[config.mk]
export PLATFORM = sky130hd
export DESIGN_NAME = codeout_pack
export DESIGN_NICKNAME = d
export VERILOG_FILES = /design/src/rtl/codeout_pkg.sv /design/src/rtl/codeout_fifo.sv /design/src/rtl/codeout_pack.sv
export SDC_FILE = /design/constraint.sdc
export NUM_CORES = 1
export LEC_CHECK = 0
export ABC_CLOCK_PERIOD_IN_PS = 15200
export BUFFER_PORTS_ARGS = -buffer_cell sky130_fd_sc_hd__buf_4
export CAP_MARGIN = 20
export CORE_UTILIZATION = 45
export DETAILED_ROUTE_END_ITERATION = 10
export HOLD_SLACK_MARGIN = 0.15
export PLACE_DENSITY = 0.73
export SLEW_MARGIN = 40
export SYNTH_ARGS = -nofsm -noshare
export SYNTH_HDL_FRONTEND = slang
export SYNTH_SLANG_ARGS = --single-unit
[constraint.sdc]
create_clock -name wb_clk_i -period 15.2 [get_ports wb_clk_i]
set_input_delay 0.76 -clock wb_clk_i [delete_from_list [all_inputs] [get_ports wb_clk_i]]
set_output_delay 0.76 -clock wb_clk_i [all_outputs]
set_load 0.02 [all_outputs]
[src/rtl/codeout_pkg.sv]
// codeout_pkg: shared FSM state type and byte-enable helper for codeout_pack
package codeout_pkg;
    typedef enum logic [2:0] {IDLE, RUN, FLUSH, DRAIN, END} state_t;
    // Low (lanes * bytes_per_lane) bits set, saturating at 64 bytes.
    function automatic logic [63:0] be_mask(input int unsigned lanes, input int unsigned bytes_per_lane);
        int unsigned n;
        n = lanes * bytes_per_lane;
        return n >= 64 ? '1 : (64'd1 << n) - 64'd1;
    endfunction
endpackage

[src/rtl/codeout_fifo.sv]
// codeout_fifo: synchronous show-ahead FIFO for packed words
//   wb_clk_i, wb_rst_n_i : clock, synchronous active-low reset
//   push, wdata          : write strobe and entry (accepted when not full, or full with a same-cycle pop)
//   pop, rdata           : read strobe and head entry (valid whenever not empty)
//   full, empty, count   : occupancy status
module codeout_fifo #(
    parameter int W = 73,
    parameter int DEPTH = 4
) (
    input  logic                     wb_clk_i,
    input  logic                     wb_rst_n_i,
    input  logic                     push,
    input  logic [W-1:0]             wdata,
    input  logic                     pop,
    output logic [W-1:0]             rdata,
    output logic                     full,
    output logic                     empty,
    output logic [$clog2(DEPTH):0]   count
);
    localparam int AW = $clog2(DEPTH);
    logic [W-1:0] mem [DEPTH];
    logic [AW-1:0] wp, rp;
    logic do_push, do_pop;
    assign full = count == (AW+1)'(DEPTH);
    assign empty = count == '0;
    assign do_pop = pop && !empty;
    assign do_push = push && (!full || do_pop);
    assign rdata = mem[rp];
    always_ff @(posedge wb_clk_i)
        if (do_push) mem[wp] <= wdata;
    always_ff @(posedge wb_clk_i)
        if (!wb_rst_n_i) begin
            wp <= '0;
            rp <= '0;
            count <= '0;
        end else begin
            wp <= wp + AW'(do_push);
            rp <= rp + AW'(do_pop);
            count <= count + (AW+1)'(do_push) - (AW+1)'(do_pop);
        end
endmodule

[src/rtl/codeout_pack.sv]
// codeout_pack: selects a symbol source, packs symbols into words, buffers and drains them
//   wb_clk_i, wb_rst_n_i          : clock, synchronous active-low reset
//   ch_sel, src_data/valid/done   : source select and per-channel symbol interface
//   src_ready                     : selected source may present a symbol
//   m_enable, m_full              : destination enable and backpressure
//   m_dst, m_dst_be, m_dst_last   : registered destination word, byte enables, last flag
//   m_dst_putn, m_endn            : active-low word strobe and end-of-stream pulse
module codeout_pack
    import codeout_pkg::*;
#(
    parameter int IN_W = 16,
    parameter int OUT_W = 64,
    parameter int NCH = 2,
    parameter logic [NCH-1:0] SWAP_MASK = 2'b01,
    parameter int FIFO_DEPTH = 4
) (
    input  logic                     wb_clk_i,
    input  logic                     wb_rst_n_i,
    input  logic [$clog2(NCH)-1:0]   ch_sel,
    input  logic [NCH*IN_W-1:0]      src_data,
    input  logic [NCH-1:0]           src_valid,
    input  logic [NCH-1:0]           src_done,
    output logic                     src_ready,
    input  logic                     m_enable,
    input  logic                     m_full,
    output logic [OUT_W-1:0]         m_dst,
    output logic [OUT_W/8-1:0]       m_dst_be,
    output logic                     m_dst_putn,
    output logic                     m_dst_last,
    output logic                     m_endn
);
    localparam int R = OUT_W / IN_W;
    localparam int CW = $clog2(R);
    localparam int BW = OUT_W / 8;
    localparam int BPL = IN_W / 8;
    localparam int EW = OUT_W + BW + 1;
    localparam int FCW = $clog2(FIFO_DEPTH) + 1;
    state_t state, state_nxt;
    logic [CW-1:0] cnt;
    logic [OUT_W-1:0] word, word_nxt;
    logic wrap_full;
    logic [IN_W-1:0] sym_raw, sym_swap, sym;
    logic active, last_lane, beat, done_hit, push_full, flush_push, push, pop;
    logic [BW-1:0] be_part;
    logic [EW-1:0] push_data, head;
    logic fifo_full, fifo_empty;
    logic [FCW-1:0] fifo_count;
    assign sym_raw = src_data[ch_sel*IN_W +: IN_W];
    for (genvar b = 0; b < BPL; b++) begin : g_swap
        assign sym_swap[b*8 +: 8] = sym_raw[(BPL-1-b)*8 +: 8];
    end
    assign sym = SWAP_MASK[ch_sel] ? sym_swap : sym_raw;
    assign active = state == IDLE || state == RUN;
    assign last_lane = cnt == CW'(R-1);
    assign src_ready = active && !(fifo_full && last_lane);
    assign beat = src_valid[ch_sel] && src_ready;
    assign done_hit = active && src_done[ch_sel];
    // A word completed in the same cycle as done is held back so the flush marks it last.
    assign push_full = beat && last_lane && !done_hit;
    assign flush_push = state == FLUSH && fifo_count != FCW'(FIFO_DEPTH);
    assign push = push_full || flush_push;
    assign be_part = wrap_full ? '1 : BW'(be_mask(32'(cnt), 32'(BPL)));
    assign push_data = push_full ? {1'b0, {BW{1'b1}}, word_nxt} : {1'b1, be_part, word};
    assign pop = m_enable && !m_full && !fifo_empty;
    always_comb begin
        word_nxt = word;
        if (beat) word_nxt[cnt*IN_W +: IN_W] = sym;
    end
    always_comb begin
        state_nxt = state;
        unique case (state)
            IDLE:  state_nxt = done_hit ? FLUSH : beat ? RUN : IDLE;
            RUN:   state_nxt = done_hit ? FLUSH : RUN;
            FLUSH: state_nxt = flush_push ? DRAIN : FLUSH;
            // The final word is on the outputs this cycle.
            DRAIN: state_nxt = (!m_dst_putn && m_dst_last) ? END : DRAIN;
            END:   state_nxt = IDLE;
            default: state_nxt = IDLE;
        endcase
    end
    always_ff @(posedge wb_clk_i)
        if (!wb_rst_n_i) begin
            state <= IDLE;
            cnt <= '0;
            word <= '0;
            wrap_full <= 1'b0;
        end else begin
            state <= state_nxt;
            if (flush_push) begin
                cnt <= '0;
                word <= '0;
                wrap_full <= 1'b0;
            end else if (beat) begin
                cnt <= cnt + CW'(1);
                word <= push_full ? '0 : word_nxt;
                wrap_full <= last_lane && done_hit;
            end
        end
    always_ff @(posedge wb_clk_i)
        if (!wb_rst_n_i) begin
            m_dst <= '0;
            m_dst_be <= '0;
            m_dst_last <= 1'b0;
            m_dst_putn <= 1'b1;
            m_endn <= 1'b1;
        end else begin
            m_dst_putn <= !pop;
            m_endn <= state != END;
            if (pop) {m_dst_last, m_dst_be, m_dst} <= head;
        end
    codeout_fifo #(.W(EW), .DEPTH(FIFO_DEPTH)) u_fifo (
        .wb_clk_i  (wb_clk_i),
        .wb_rst_n_i(wb_rst_n_i),
        .push      (push),
        .wdata     (push_data),
        .pop       (pop),
        .rdata     (head),
        .full      (fifo_full),
        .empty     (fifo_empty),
        .count     (fifo_count)
    );
endmodule
Word level (Yosys, flattened, before mapping)

Memories as Yosys holds them, arrays and structs flattened. A register that Yosys moved wholly into a read port is not among the register bits.
Index checks and enable logic that the tools add are counted.

Register bits: 79
RAM bits: 292
Input bits: 41
Memories: 1

Add/subtract/negate cells: 7
Order comparisons: 1
Eq/ne operators: 7
Shift-type cells: 4
Muxes and demuxes: 20
Bitwise logic cells: 1
Reduce and logical (&&, ||, !) cells: 27

Memories:

| memory     | words | width | read ports | clocked after memory_dff | wr ports | RTL line           | text |
|---|---|---|---|---|---|---|---|
| u_fifo.mem | 4     | 73    | 1          | 1                        | 1        | codeout_fifo.sv:21 | `logic [W-1:0] mem [DEPTH];` |

Operator list:

| kind                       | number |
|---|---|
| $mux W64                   | 2 |
| $mux W73                   | 1 |
| $bwmux W64                 | 1 |
| $shift A16 B34 Y64 const A | 1 |
| $shiftx A16 B34 Y64        | 1 |
| $neg A6 Y34                | 1 |
| $shiftx A32 B6 Y16         | 1 |
| $mux W16                   | 1 |
| $logic_and A1 B1 Y1        | 13 |
| $pmux W3 S4                | 1 |
| $mux W1                    | 10 |
| $logic_not A1 Y1           | 8 |
| $mux W8                    | 1 |
| $shl A1 B3 Y8 const A      | 1 |
| $sub A8 B1 Y8 const B      | 1 |
| $eq A3 B2 Y1 const B       | 2 |
| $logic_not A3 Y1           | 2 |
| $ne A3 B3 Y1 const B       | 2 |
| $add A2 B1 Y2              | 2 |
| $mux W2                    | 2 |
| $add A3 B1 Y3              | 1 |
| $eq A3 B1 Y1 const B       | 1 |
| $eq A3 B3 Y1 const B       | 1 |
| $logic_or A1 B1 Y1         | 3 |
| other kinds (7)            | 7 |

Logic depth before layout (Yosys ltp)

Word-level depth: 11
Depth in mapped cells: 12
Gate-level depth less buffers: 11

Modules after synthesis

Synthesis repeated with hierarchy kept, for this count alone.

Cell total of the unflattened synthesis: 1145
Area, all modules: 17362.9 µm²

Modules (own cells, without submodules):

| module       | instances | cells an instance | area an instance (µm²) |
|---|---|---|---|
| codeout_fifo | 1         | 418               | 11008.1 |
| codeout_pack | 1         | 727               | 6354.8 |

Least setup slack after synthesis

No wires, ideal clock.

Path kind: input port to flip-flop
Start point: input port ch_sel
End point: memory u_fifo.mem[1][0], enable pin
Setup time: 0.602 ns
Arrival: 6.964 ns
Data required time: 14.598 ns
Setup slack: 7.634 ns
Stages on the path: 6
Path buffers: 2
Path through: buf_6 mux2i_2 nor3_4 buf_4 a21boi_1 nor3b_1

Word-level cells in the longest chain between the ends: 9
Elaborated cells between the ends (all ways): 13

RTL lines:

| item                                                    | RTL line                               | text |
|---|---|---|
| start, declared                                         | codeout_pack.sv:19                     | `input logic [$clog2(NCH)-1:0] ch_sel,` |
| $mux W1, on equally long branches (2 in series)         | codeout_pack.sv:56, codeout_pack.sv:57 |  |
| $logic_and A1 B1 Y1, on equally long branches           | codeout_pack.sv:56, codeout_pack.sv:57 |  |
| $logic_and A1 B1 Y1 or $logic_not A1 Y1 (tied branches) | codeout_pack.sv:59                     | `assign push_full = beat && last_lane && !done_hit;` |
| $logic_and A1 B1 Y1 (*)                                 | codeout_pack.sv:59                     |  |
| $logic_or A1 B1 Y1 (*)                                  | codeout_pack.sv:61                     | `assign push = push_full \|\| flush_push;` |
| $logic_and A1 B1 Y1 (*)                                 | codeout_fifo.sv:27                     | `assign do_push = push && (!full \|\| do_pop);` |
| $mux W1 (*)                                             | codeout_fifo.sv:30                     | `if (do_push) mem[wp] <= wdata;` |
| $mux W1 (implied by the code) (*)                       | codeout_fifo.sv:30                     |  |
| end, declared                                           | codeout_fifo.sv:21                     |  |

Mark *: on every way between the ends. The rest lies on a longest branch, timed or not. The select of a mux whose other input is x is not followed.

Worst setup path in the final report

Start point: register cnt[0]
End point: memory u_fifo.mem[1][46], enable pin

Word-level cells in the longest chain between the ends: 11

RTL lines:

| item                                  | RTL line           | text |
|---|---|---|
| start, declared                       | codeout_pack.sv:39 | `logic [CW-1:0] cnt;` |
| start signal, assigned                | codeout_pack.sv:94 | `cnt <= cnt + CW'(1);` |
| $eq A2 B2 Y1 (*)                      | codeout_pack.sv:54 | `assign last_lane = cnt == CW'(R-1);` |
| $logic_and A1 B1 Y1                   | codeout_pack.sv:55 | `assign src_ready = active && !(fifo_full && last_lane);` |
| $logic_not A1 Y1                      | codeout_pack.sv:55 |  |
| $logic_and A1 B1 Y1                   | codeout_pack.sv:55 |  |
| $logic_and A1 B1 Y1                   | codeout_pack.sv:56 | `assign beat = src_valid[ch_sel] && src_ready;` |
| $logic_and A1 B1 Y1 (*) (2 in series) | codeout_pack.sv:59 |  |
| $logic_or A1 B1 Y1 (*)                | codeout_pack.sv:61 |  |
| $logic_and A1 B1 Y1 (*)               | codeout_fifo.sv:27 |  |
| $mux W1 (*)                           | codeout_fifo.sv:30 |  |
| $mux W1 (implied by the code) (*)     | codeout_fifo.sv:30 |  |

Mark *: on every way between the ends. The rest lies on a longest branch, timed or not.

==> out/qor.txt <==
Status = completed
Pwr/cell area = 141.7 nW/um^2
Clock skew = 0.01308 ns
Time the worst path needs with I/O delays and setup = 3.862 ns
Synth async-reset ratio = 0
H-tree levels = 2
Worst rel slew slack = 0.4374
Top delay family on crit path = simple AND/OR/NAND/NOR gates
Overall power = 2.825 mW
Cell mode on critical path = buf_4
Final period utilization = 0.2541
Measured slew at the worst slew-check pin = 0.8275 ns
Share of layout cells above drive strength 1 = 0.2969
Buf/Inv on CP = 2
Number of global-route vias before repair = 10020
Setup TNS = 0 ns
Slowest-stage cell, CP = buf_4
Resized Gates After CTS = 0
DR vias = 9707
GRT Util Overall = 0.1934
TritonCTS clock tree = done
Mapped Cells = 1110
GPL Wtd Cong = 0.7957
F_max = 0.2589 GHz
Die X = 197.0 um
Clock tree buffer depth = 3
Slowest Stage Delay on Critical Path = 0.72 ns
IO buf count = 116
Number of synthesized flops with an enable pin = 284
Drt pass-1 iters = 5
N_diodes = 0
Root Driver = clkbuf_16
Sequential element share of the synthesized area = 0.6738
HP Class = reg2reg
Crit. End Element = register
CTS Hold Bufs = 0
Layout area overhead = 16.44%
Post-CTS setup buffers = 0
Final wirelength = 37090 um
Post-Route Utilization = 0.5303
Arr. time, crit path = 4.01 ns
Post-synth top area cell = edfxtp_1
Die Height = 197.0 um
Setup-failing EPs final = 0
Synth area leaders = edfxtp_1 (50%), dfxtp_1 (18%), mux4_2 (9.3%)
Initial Utilization = 0.4554
Largest net degree at the start of global routing = 76
Max-slew violation count = 0
Synthesis-stage register bit count = 434
DIE AREA = 38810 sq um
Worst Path Max Fanout = 53
CP Cell Sequence = ha_1 -> and4bb_2 -> nor3_4 -> a21boi_1 -> nor3b_2 -> buf_4 -> buf_4
Drt wl/cell = 20.91 um
First-pass GRT wire length = 57100 um
Detail Placement HPWL = 21480 um
Layout Nets = 1282
Leakage Power = 6.912 nW
Core Region = 37580 sq um
Synth Flop Type = edfxtp_1
Number of CTS-inserted buffers = 44
Clock-pin slew on the worst setup and hold paths = 0.06 ns
Via density = 5.472
Setup CP Type = reg2reg
Critical path required time = 15.35 ns
Remaining Overflow, GRT = 0
Hold Fails Final Rpt = 0
Drc violations = 0
Mapped cell area = 17110 sq um
Avg Cell Area, Syn = 15.42 sq um
Worst-Skew Late Latency = 0.53 ns
Max-cap viol count = 0
Distinct cell type count of the synthesized netlist = 51
Antenna violations before repair = 1
Yosys warning total = 0
Unrepaired setup endpoints after global routing = no
Peak VDD IR = 0.00008534 V
Routed Antenna Nets = 0
Num Clock Sinks = 434
Ports = 117
Drt initial violations = 776
Placement Rows = 71
Type of origin of the critical path = register
Synth top area share = 0.4984
Synthesized net count = 1165
[flip-flops by register name, indices dropped and copies added, names as in the netlist]
signal and cells:
state 3, u_fifo.rp 2, cnt 2, m_dst_be 6, m_dst_putn 1, m_dst_last 1, m_endn 1, m_dst 64
u_fifo.wp 2, u_fifo.count 3, word 64, u_fifo.mem 284, wrap_full 1
[path summary, 6_finish.rpt]
check | startpoint | end | slack [ns] | depth (start not counted)
worst min-delay path | state[2] | m_endn | 0.43 | 1
worst min register to register | state[2] | m_endn | 0.43 | 1
worst max register to register | cnt[0] | u_fifo.mem[1][46] | 11.34 | 7
worst max-delay path | cnt[0] | u_fifo.mem[1][46] | 11.34 | 7
[Yosys cell counts, types with 6 or more instances]
cell,number
buf_2,14
clkbuf_1,40
edfxtp_1,284
a21oi_1,74
mux2i_1,17
buf_6,6
dfxtp_1,150
buf_4,6
mux2_2,24
mux4_2,71
nand2_1,151
nor2_1,80
ha_1,13
mux2_4,40
o2bb2ai_1,64
inv_1,13
[cells by family after synthesis]
logic type,synth area share
simple gates,0.06661
flops,0.6738
fa+ha+maj,0.01068
xor+xnor,0.002559
compound gates,0.06273
buf+inv,0.02720
mux,0.1564
[metrics by stage]
step	area [sq um]	hold WS [ns]	worst slack, ns	cells
3_3_place_gp	18430	0.4221	11.21	1691
2_1_floorplan	17110	0.3868	7.634	1110
5_1_grt	19930	0.4702	11.14	1774
4_1_cts	19910	0.4284	11.37	1774
3_5_place_dp	18500	0.4037	11.06	1692
6_report	19930	0.4294	11.34	1774
[power breakdown]
group,switching (mW),internal [mW]
sequential,0.0399,1.33
clock,0.433,0.614
combinational,0.238,0.169
[metal layers]
| metal | up-vias | share of wire | routed length (um) | track usage |
|---|---|---|---|---|
| met2 | 341 | 0.49 | 18080 | 0.3267 |
| met4 | 0 | 0.026 | 979 | 0.06087 |
| met5 | - | 0 | 0 | 0 |
| met3 | 65 | 0.071 | 2649 | 0.03893 |
| met1 | 4913 | 0.41 | 15380 | 0.2513 |
| li1 | 4388 | - | - | - |
[worst register-to-register path, stage by stage, from the launching register on]
cell and delay (ns):
dfxtp_1 0.42, ha_1 0.39, and4bb_2 0.35, nor3_4 0.63
a21boi_1 0.38, nor3b_2 0.23, buf_4 0.33, buf_4 0.73
[placed cells by master (no fill, tap or decap), types with 2 or more instances in the layout]
cell | netlist | final
or3b_2 | 2 | 2
clkinvlp_4 | 0 | 3
mux2_4 | 40 | 40
a21oi_1 | 74 | 74
nand2_1 | 151 | 151
buf_6 | 6 | 5
nor3b_2 | 0 | 2
clkbuf_16 | 0 | 46
or2_2 | 2 | 2
clkbuf_8 | 0 | 4
buf_4 | 6 | 135
and3_2 | 0 | 3
nand4_2 | 3 | 3
ha_1 | 13 | 13
inv_2 | 1 | 2
mux2i_1 | 17 | 13
mux2i_2 | 1 | 5
and2_1 | 4 | 4
inv_1 | 13 | 12
nand3_1 | 4 | 3
o2bb2ai_1 | 64 | 64
mux2_2 | 24 | 24
a21oi_4 | 0 | 3
dfxtp_1 | 150 | 148
inv_6 | 0 | 2
nor2_1 | 80 | 79
clkbuf_1 | 40 | 18
nand2b_1 | 3 | 3
edfxtp_1 | 284 | 284
mux4_2 | 71 | 71
clkinv_2 | 0 | 7
or3b_1 | 2 | 2
bufinv_16 | 0 | 2
xnor2_1 | 4 | 4
a21o_1 | 3 | 3
[area by class of cell]
type,count,area (sq um)
inverters,14,52.55
multi-input cells,592,5200
repair buffers,141,1090
flip-flops and latches,434,11540
well taps,511,639.4
clock inverters,14,135.1
fillers,3010,17650
clock buffers,68,1274
Power figures use the tool's default switching activity.
